## config.mk

```make
export PLATFORM = sky130hd
export DESIGN_NAME = march_sequencer
export DESIGN_NICKNAME = d
export VERILOG_FILES = /design/src/rtl/march_sequencer.sv
export SDC_FILE = /design/constraint.sdc
export NUM_CORES = 1
export LEC_CHECK = 0
export CAP_MARGIN = 10
export CORE_MARGIN = 1
export CORE_UTILIZATION = 40
export CTS_CLUSTER_DIAMETER = 80
export DETAILED_ROUTE_END_ITERATION = 10
export PLACE_DENSITY = 0.61
export SETUP_SLACK_MARGIN = 0.3
export SYNTH_ARGS = -nofsm -noshare
export SYNTH_HDL_FRONTEND = slang
export SYNTH_SLANG_ARGS = --single-unit
```

## constraint.sdc

```tcl
create_clock -name clk -period 3.35 [get_ports clk]
set_input_delay 0.335 -clock clk [delete_from_list [all_inputs] [get_ports clk]]
set_output_delay 0.335 -clock clk [all_outputs]
set_load 0.02 [all_outputs]
```

## src/rtl/march_sequencer.sv

```systemverilog
// March C- sequencer: steps six march elements over an external address
// counter, issues read/write strobes with the background bit and checks read
// data one cycle after each read. Optional build macro
// MARCH_RETENTION_PAUSE_EN inserts a retention pause between E2 and E3.
`ifndef ADDR_WIDTH
`define ADDR_WIDTH 8
`endif
`ifndef ADMD_LIUD
`define ADMD_LIUD 1'b0
`endif
`ifndef ADMD_PRUD
`define ADMD_PRUD 1'b1
`endif
`ifndef ADMD_PR_SEED
`define ADMD_PR_SEED 8'h01
`endif

module march_sequencer #(
    parameter int ADDR_WIDTH   = `ADDR_WIDTH,
    parameter int PAUSE_CYCLES = 1024
) (
    input  logic       clk,
    input  logic       rst,
    input  logic       start,
    input  logic       admd_in,
    input  logic       rbit_in,
    output logic       s_out,
    output logic       r_out,
    output logic       hold_out,
    output logic       updwn_out,
    output logic       we_out,
    output logic       re_out,
    output logic       wbit_out,
    output logic [2:0] elem_out,
    output logic       busy_out,
    output logic       done_out,
    output logic       fail_out
);

`ifdef MARCH_RETENTION_PAUSE_EN
    typedef enum logic [2:0] {
        ST_IDLE  = 3'd0,
        ST_INIT  = 3'd1,
        ST_OP    = 3'd2,
        ST_DONE  = 3'd3,
        ST_PAUSE = 3'd4
    } state_t;
    localparam int PW = $clog2(PAUSE_CYCLES + 1);
    logic [PW-1:0] pause_q, pause_d;
`else
    typedef enum logic [1:0] {
        ST_IDLE = 2'd0,
        ST_INIT = 2'd1,
        ST_OP   = 2'd2,
        ST_DONE = 2'd3
    } state_t;
`endif

    state_t                state_q, state_d;
    logic [2:0]            elem_q, elem_d;
    logic                  op_q, op_d;          // op index within element
    logic [ADDR_WIDTH-1:0] cnt_q, cnt_d;        // completed addresses in element
    logic                  admd_q, admd_d;      // mode latched at INIT
    logic                  exp_q, exp_d;        // expected bit of last read
    logic                  chk_q, chk_d;        // a read result is due this cycle
    logic                  fail_q, fail_d;

    logic                  down_s, two_op_s, rd_s, dat_s, last_op_s, mismatch_s;
    logic [ADDR_WIDTH-1:0] term_s;

    // Element decode: direction, op count, op kind and data background.
    always_comb begin
        down_s   = (elem_q == 3'd3) || (elem_q == 3'd4);
        two_op_s = (elem_q >= 3'd1) && (elem_q <= 3'd4);
        rd_s     = (elem_q == 3'd5) || (two_op_s && (op_q == 1'b0));
        case (elem_q)
            3'd1, 3'd3: dat_s = op_q;
            3'd2, 3'd4: dat_s = ~op_q;
            default:    dat_s = 1'b0;
        endcase
        last_op_s  = !two_op_s || op_q;
        // PRUD sequences skip the all-zero address, so one visit fewer.
        term_s     = {ADDR_WIDTH{1'b1}} - ((admd_q == `ADMD_PRUD) ? ADDR_WIDTH'(1) : ADDR_WIDTH'(0));
        mismatch_s = chk_q && (rbit_in != exp_q);
    end

    // Next-state and output logic of the march FSM.
    always_comb begin
        state_d   = state_q;
        elem_d    = elem_q;
        op_d      = op_q;
        cnt_d     = cnt_q;
        admd_d    = admd_q;
        exp_d     = exp_q;
        chk_d     = 1'b0;
        fail_d    = fail_q | mismatch_s;
`ifdef MARCH_RETENTION_PAUSE_EN
        pause_d   = pause_q;
`endif
        s_out     = 1'b0;
        r_out     = 1'b0;
        hold_out  = 1'b1;
        updwn_out = 1'b0;
        we_out    = 1'b0;
        re_out    = 1'b0;
        wbit_out  = 1'b0;
        busy_out  = 1'b0;
        done_out  = 1'b0;

        case (state_q)
            ST_IDLE: begin
                if (start) begin
                    state_d = ST_INIT;
                    elem_d  = 3'd0;
                    fail_d  = 1'b0;
                end else begin
                    state_d = ST_IDLE;
                end
            end
            ST_INIT: begin
                busy_out  = 1'b1;
                s_out     = !down_s;
                r_out     = down_s;
                updwn_out = down_s;
                cnt_d     = '0;
                op_d      = 1'b0;
                admd_d    = admd_in;
                state_d   = ST_OP;
            end
            ST_OP: begin
                busy_out  = 1'b1;
                updwn_out = down_s;
                re_out    = rd_s;
                we_out    = !rd_s;
                wbit_out  = !rd_s && dat_s;
                if (rd_s) begin
                    exp_d = dat_s;
                    chk_d = 1'b1;
                end else begin
                    exp_d = exp_q;
                end
                if (!last_op_s) begin
                    op_d = 1'b1;
                end else if (cnt_q != term_s) begin
                    // Release hold so the counter steps on this edge.
                    op_d     = 1'b0;
                    hold_out = 1'b0;
                    cnt_d    = cnt_q + ADDR_WIDTH'(1);
                end else if (elem_q == 3'd5) begin
                    op_d    = 1'b0;
                    state_d = ST_DONE;
                end else begin
                    op_d   = 1'b0;
                    elem_d = elem_q + 3'd1;
`ifdef MARCH_RETENTION_PAUSE_EN
                    if (elem_q == 3'd2) begin
                        state_d = ST_PAUSE;
                        pause_d = '0;
                    end else begin
                        state_d = ST_INIT;
                    end
`else
                    state_d = ST_INIT;
`endif
                end
            end
`ifdef MARCH_RETENTION_PAUSE_EN
            ST_PAUSE: begin
                busy_out = 1'b1;
                if (pause_q == PW'(PAUSE_CYCLES - 1)) begin
                    state_d = ST_INIT;
                    pause_d = '0;
                end else begin
                    pause_d = pause_q + PW'(1);
                end
            end
`endif
            ST_DONE: begin
                done_out = 1'b1;
                if (start) begin
                    state_d = ST_INIT;
                    elem_d  = 3'd0;
                    fail_d  = 1'b0;
                end else begin
                    state_d = ST_DONE;
                end
            end
            default: begin
                state_d = ST_IDLE;
            end
        endcase

        elem_out = elem_q;
        // A read mismatch shows in the cycle the read data is presented.
        fail_out = fail_q | mismatch_s;
    end

    // State registers with asynchronous abort.
    always_ff @(posedge clk or posedge rst) begin
        if (rst) begin
            state_q <= ST_IDLE;
            elem_q  <= 3'd0;
            op_q    <= 1'b0;
            cnt_q   <= '0;
            admd_q  <= `ADMD_LIUD;
            exp_q   <= 1'b0;
            chk_q   <= 1'b0;
            fail_q  <= 1'b0;
`ifdef MARCH_RETENTION_PAUSE_EN
            pause_q <= '0;
`endif
        end else begin
            state_q <= state_d;
            elem_q  <= elem_d;
            op_q    <= op_d;
            cnt_q   <= cnt_d;
            admd_q  <= admd_d;
            exp_q   <= exp_d;
            chk_q   <= chk_d;
            fail_q  <= fail_d;
`ifdef MARCH_RETENTION_PAUSE_EN
            pause_q <= pause_d;
`endif
        end
    end

endmodule

```

# Yosys cells after proc, flatten, opt, wreduce, memory -nomap -nowiden

Cells that the tools add are included.
Widths: inputs -> output; s select.

Add/subtract/negate cells: 3
Magnitude comparators: 2
Equality and inequality tests: 15
Multiplexer cells: 33
Bitwise operators: 2
Reductions and logical operators: 21

Operators with widths:

| kind                | count |
|---|---|
| $mux 1              | 18 |
| $mux 8              | 2 |
| $pmux 8 s2          | 1 |
| $mux 3              | 4 |
| $add 8x1->8 const B | 1 |
| $mux 2              | 4 |
| $ne 2x2->1 const B  | 4 |
| $ne 8x8->1          | 1 |
| $pmux 2 s4          | 1 |
| $reduce_or 2->1     | 4 |
| $eq 3x2->1 const B  | 2 |
| $eq 3x3->1 const B  | 2 |
| $pmux 3 s2          | 1 |
| $reduce_and 5->1    | 1 |
| $eq 2x2->1 const B  | 2 |
| $logic_and 1x1->1   | 4 |
| $pmux 1 s2          | 2 |
| $reduce_and 2->1    | 2 |
| $reduce_bool 2->1   | 2 |
| $add 3x1->3 const B | 1 |
| $eq 3x1->1 const B  | 1 |
| $ge 3x1->1 const B  | 1 |
| $le 3x3->1 const B  | 1 |
| $logic_not 1->1     | 3 |
| other kinds (9)     | 11 |

Register bits: 18
Input bits: 5
Logic and storage cells: 84

# Depth between registers and ports, before layout

Word-level depth: 7
Gate-level depth with buffers: 7
Mapped depth without buffers: 6

# Least setup slack after synthesis

Ideal clock, no wire load.

Path kind: register -> output
From: reg elem_q[1] (netlist: elem_out[1])
To: out hold_out
Data arrival time: 1.735 ns
Data required time: 3.015 ns
Slack: 1.280 ns
Stages on the path, launching flop included: 7
Path buffers: 1
Path through: dfrtp_1 inv_1 ha_1 nor4_1 or3_1 clkbuf_1 nand3_1

Word-level cells in the longest chain between the ends: 6

RTL lines:

| item                                            | line | source |
|---|---|---|
| start: declaration                              | 60   | `logic [2:0] elem_q, elem_d;` |
| start signal: assignment                        | 214  | `elem_q <= elem_d;` |
| $ge 3x1->1 / $le 3x3->1 (equally long branches) | 74   | `two_op_s = (elem_q >= 3'd1) && (elem_q <= 3'd4);` |
| $logic_and 1x1->1 *                             | 74   |  |
| $logic_not 1->1 *                               | 81   | `last_op_s = !two_op_s \|\| op_q;` |
| $logic_or 1x1->1 *                              | 81   |  |
| $mux 1 *                                        | 142  | `if (!last_op_s) begin` |
| $mux 1 *                                        | 110  | `case (state_q)` |
| end: declaration                                | 29   | `output logic hold_out,` |

Every way passes the cells marked *; elsewhere a longest branch is shown, timed or not.

# Worst setup path in the final report

Same ends and word-level chain as after synthesis.

==> flow_metrics.env <==
export IMPL_status="finished with violations"
export IMPL_failed_checks="design-rule violations"
export IMPL_most_frequent_cells_after_synthesis="nand2_1, dfrtp_1, ha_1"
export IMPL_unrepaired_setup_endpoints_after_global_routing="no"
export IMPL_synthDistinctLibCells=37
export IMPL_critical_path_arrival_ns=2.49
export IMPL_worst_setup_path_start_kind="flip-flop"
export IMPL_power_share_sequential_pct=35.8
export IMPL_post_synth_main_area_contributors="dfrtp_1, ha_1, mux2i_1"
export IMPL_combinational_share_of_power_pct=47.1
export IMPL_count_of_flip_flops_with_a_built_in_enable_after_synthesis=0
export IMPL_util_after_layout_pct=51.07
export IMPL_clock_tree_htree_level_count=1
export IMPL_post_synth_instance_area_sq_mm=0.001212
export IMPL_post_cts_resized=0
export IMPL_io_pins=18
export IMPL_drv_max_cap_violation_count=0
export IMPL_internal_power_mw=0.4863
export IMPL_wire_length_of_the_first_global_routing_pass_mm=4.333
export IMPL_pwr_density_cell_mw_per_mm2=564.5
export IMPL_post_synth_cell_area_avg_sq_um=9.255
export IMPL_post_cts_buffers=0
export IMPL_endpoint_kind="primary output"
export IMPL_cts_tree="built"
export IMPL_clock_tree_root_cell="clkbuf_4"
export IMPL_timing_hold_violations_final=0
export IMPL_final_cell_count_no_fill=176
export IMPL_power_net_switching_mw=0.3224
export IMPL_die_width_um=57.06
export IMPL_detailed_placement_wirelength_estimate_mm=1.910
export IMPL_fp_dieArea_sq_mm=0.003255
export IMPL_via_count=979
export IMPL_die_h_um=57.06
export IMPL_synth_most_common_cell="nand2_1"
export IMPL_detailedRoute_firstIterationViolations=45
export IMPL_setup_reg_to_reg_worst_slack_ns=1.28
export IMPL_finalMaxSlewViolations=0
export IMPL_ff2ff_path_depth=6
export IMPL_finalCriticalPeriod_ns=2.821
export IMPL_grt_overflow=0
export IMPL_cts_hold_buffers=0
export IMPL_maxClockFrequency_mhz=354.5
export IMPL_final_setup_worst_slack_ns=0.5290
export IMPL_detail_route_wirelength_mm=2.479
export IMPL_grt_pass1_vias=963
export IMPL_critPathKind="flip-flop to primary output"
export IMPL_post_synth_top_area_fraction_pct=37.15
export IMPL_synth_warnings=0
export IMPL_synth_flop_cell="dfrtp_1"
export IMPL_gp_routability_congestion=0.8056
export IMPL_placeableCoreArea_sq_mm=0.002805
export IMPL_hold_path_class="input pin to async pin"
export IMPL_tritoncts_num_sinks=18
export IMPL_synth_seq_area_share_pct=37.15
export IMPL_reg2reg_from="elem_out[1]"
export IMPL_area_delta_synth_final_pct=18.16
export IMPL_placement_setup_worst_slack_ns=0.8115
export IMPL_skew_ns=0.007081
export IMPL_timing_worst_slew_pin_value_ns=0.7196
export IMPL_clock_insertion_delay_at_the_later_pin_of_the_skew_report_ns=0.31
export IMPL_grt_antenna_before_repair=0
export IMPL_synth_async_sr_flop_share_pct=100.0
export IMPL_power_static_leakage_nw=0.6255
export IMPL_clockBufferDepth=2
export IMPL_fill_cells=281
export IMPL_critical_path_peak_fanout=8
export IMPL_routedWlPerCell_um=14.09
export IMPL_first_pass_iteration_count_of_the_detailed_router=9
export IMPL_max_slew_margin_vs_limit_pct=51.97
export IMPL_placedCellCount=172
export IMPL_grt_util_all_layers_pct=17.60
export IMPL_synthesis_nets=146
export IMPL_core_rowCount=19
export IMPL_drt_drc_violations_left=6
export IMPL_total_negative_setup_slacks_ns=0
export IMPL_ys_ff_latch=18
export IMPL_clockPowerShare_pct=17.0
export IMPL_via_per_inst=5.563
export IMPL_quantity_of_i_o_buffers_inserted_on_ports=17
export IMPL_crit_required_ns=3.01
export IMPL_clk_pin_slew_ns=0.11
export IMPL_layout_drive_gt1_share_pct=7.586
export IMPL_netlist_instances=131
export IMPL_min_period_over_period_pct=84.21
export IMPL_worstReg2RegEnd="cnt_q[3]"
export IMPL_setup_violations=0
export IMPL_yosysTopAreaCell="dfrtp_1"
export IMPL_antenna_cells=0
export IMPL_dpl_cell_area_sq_mm=0.001391
export IMPL_tritoncts_num_buffers=3
export IMPL_worst_ir_drop_vdd_uv=318.7
export IMPL_stdcell_area_sq_mm=0.001433
export IMPL_post_route_antenna_net_violation_count=0
export IMPL_starting_density_of_the_core_pct=43.22
export IMPL_layout_nets=161
export IMPL_grt_start_max_net_pins=19
export IMPL_power_switching_fraction_pct=39.87
-- final cells by class --
cell class | count | area, sq um | share of cell area, %
Inverter | 9 | 33.78 | 2.358
Multi-Input combinational cell | 97 | 703.2 | 49.08
Timing Repair Buffer | 17 | 170.2 | 11.88
Clock buffer | 4 | 36.28 | 2.533
Sequential cell | 18 | 450.4 | 31.44
Tap cell | 31 | 38.79 | 2.707
-- routing by layer --
layer  global-route usage, %  part of all wire (%)  up-vias
met3                   3.401                   3.4        5
met1                   21.33                    46      468
met5                       0                     0        -
met2                   30.08                    49       17
met4                   8.362                   2.1        0
li1                        -                     -      489
-- how the worst max path moves through the flow --
stage	slack, ns	startpoint	endpoint
3_5_place_dp	0.81	elem_out[1]	hold_out
5_1_grt	0.39	elem_out[1]	hold_out
2_1_floorplan	1.28	elem_out[1]	hold_out
6_report	0.53	elem_out[1]	hold_out
3_3_place_gp	0.86	elem_out[1]	hold_out
4_1_cts	0.44	elem_out[1]	hold_out
-- cell usage in the layout, fill, tap and decap left out, types with 2 or more instances in the layout --
cell type        Yosys  layout
and2_1               5       5
inv_1                9       9
and3_1               2       2
a21o_1               2       2
nor2b_1              5       5
nand3_1              5       5
a311o_1              3       3
a21oi_1              4       4
nand2_1             20      20
clkbuf_4             0       3
mux2i_1              9       9
mux2_2               2       2
nor4_1               3       3
nor3_1               6       6
dfrtp_1             18      18
ha_1                10      10
clkdlybuf4s50_1      0      17
o211ai_1             2       2
-- logic make-up after synthesis --
kind of cell	Yosys count	synth area share (%)
and+or+nand+nor	56	24.97
AOI/OAI and AO/OA	18	11.56
DFF	18	37.15
buffers and inverters	16	5.262
muxes	11	9.288
adders and majority gates	10	10.32
xor gates and xnor gates	2	1.445
-- stage by stage --
step	hold WS, ns	total power [mW]
floorplan	0.2736	0.5507
global placement	0.4751	0.6731
detailed placement	0.4809	0.6788
CTS	0.4285	0.8217
global route	0.4756	0.8728
finish	0.4350	0.8087
-- registers in the layout, summed over array words and instances, names as in the netlist --
register  flops
cnt_q         8
elem_out      3
admd_q        1
state_q       2
exp_q         1
fail_q        1
chk_q         1
op_q          1
-- power by group through the flow --
| stage | logic [mW] | registers (mW) | clock network, mW |
|---|---|---|---|
| after CTS | 0.386 | 0.290 | 0.146 |
| after floorplan | 0.265 | 0.285 | 0 |
| after global routing | 0.420 | 0.296 | 0.157 |
| after detailed placement | 0.384 | 0.294 | 0 |
| after global placement | 0.380 | 0.293 | 0 |
| final | 0.381 | 0.290 | 0.138 |
-- critical path: stages (launching register included) --
cell and delay (ns):
dfrtp_1 0.48, inv_1 0.10, ha_1 0.23, nor4_1 0.36, or3_4 0.25, nand3_1 0.15, clkdlybuf4s50_1 0.61
Power figures use the tool's default switching activity.
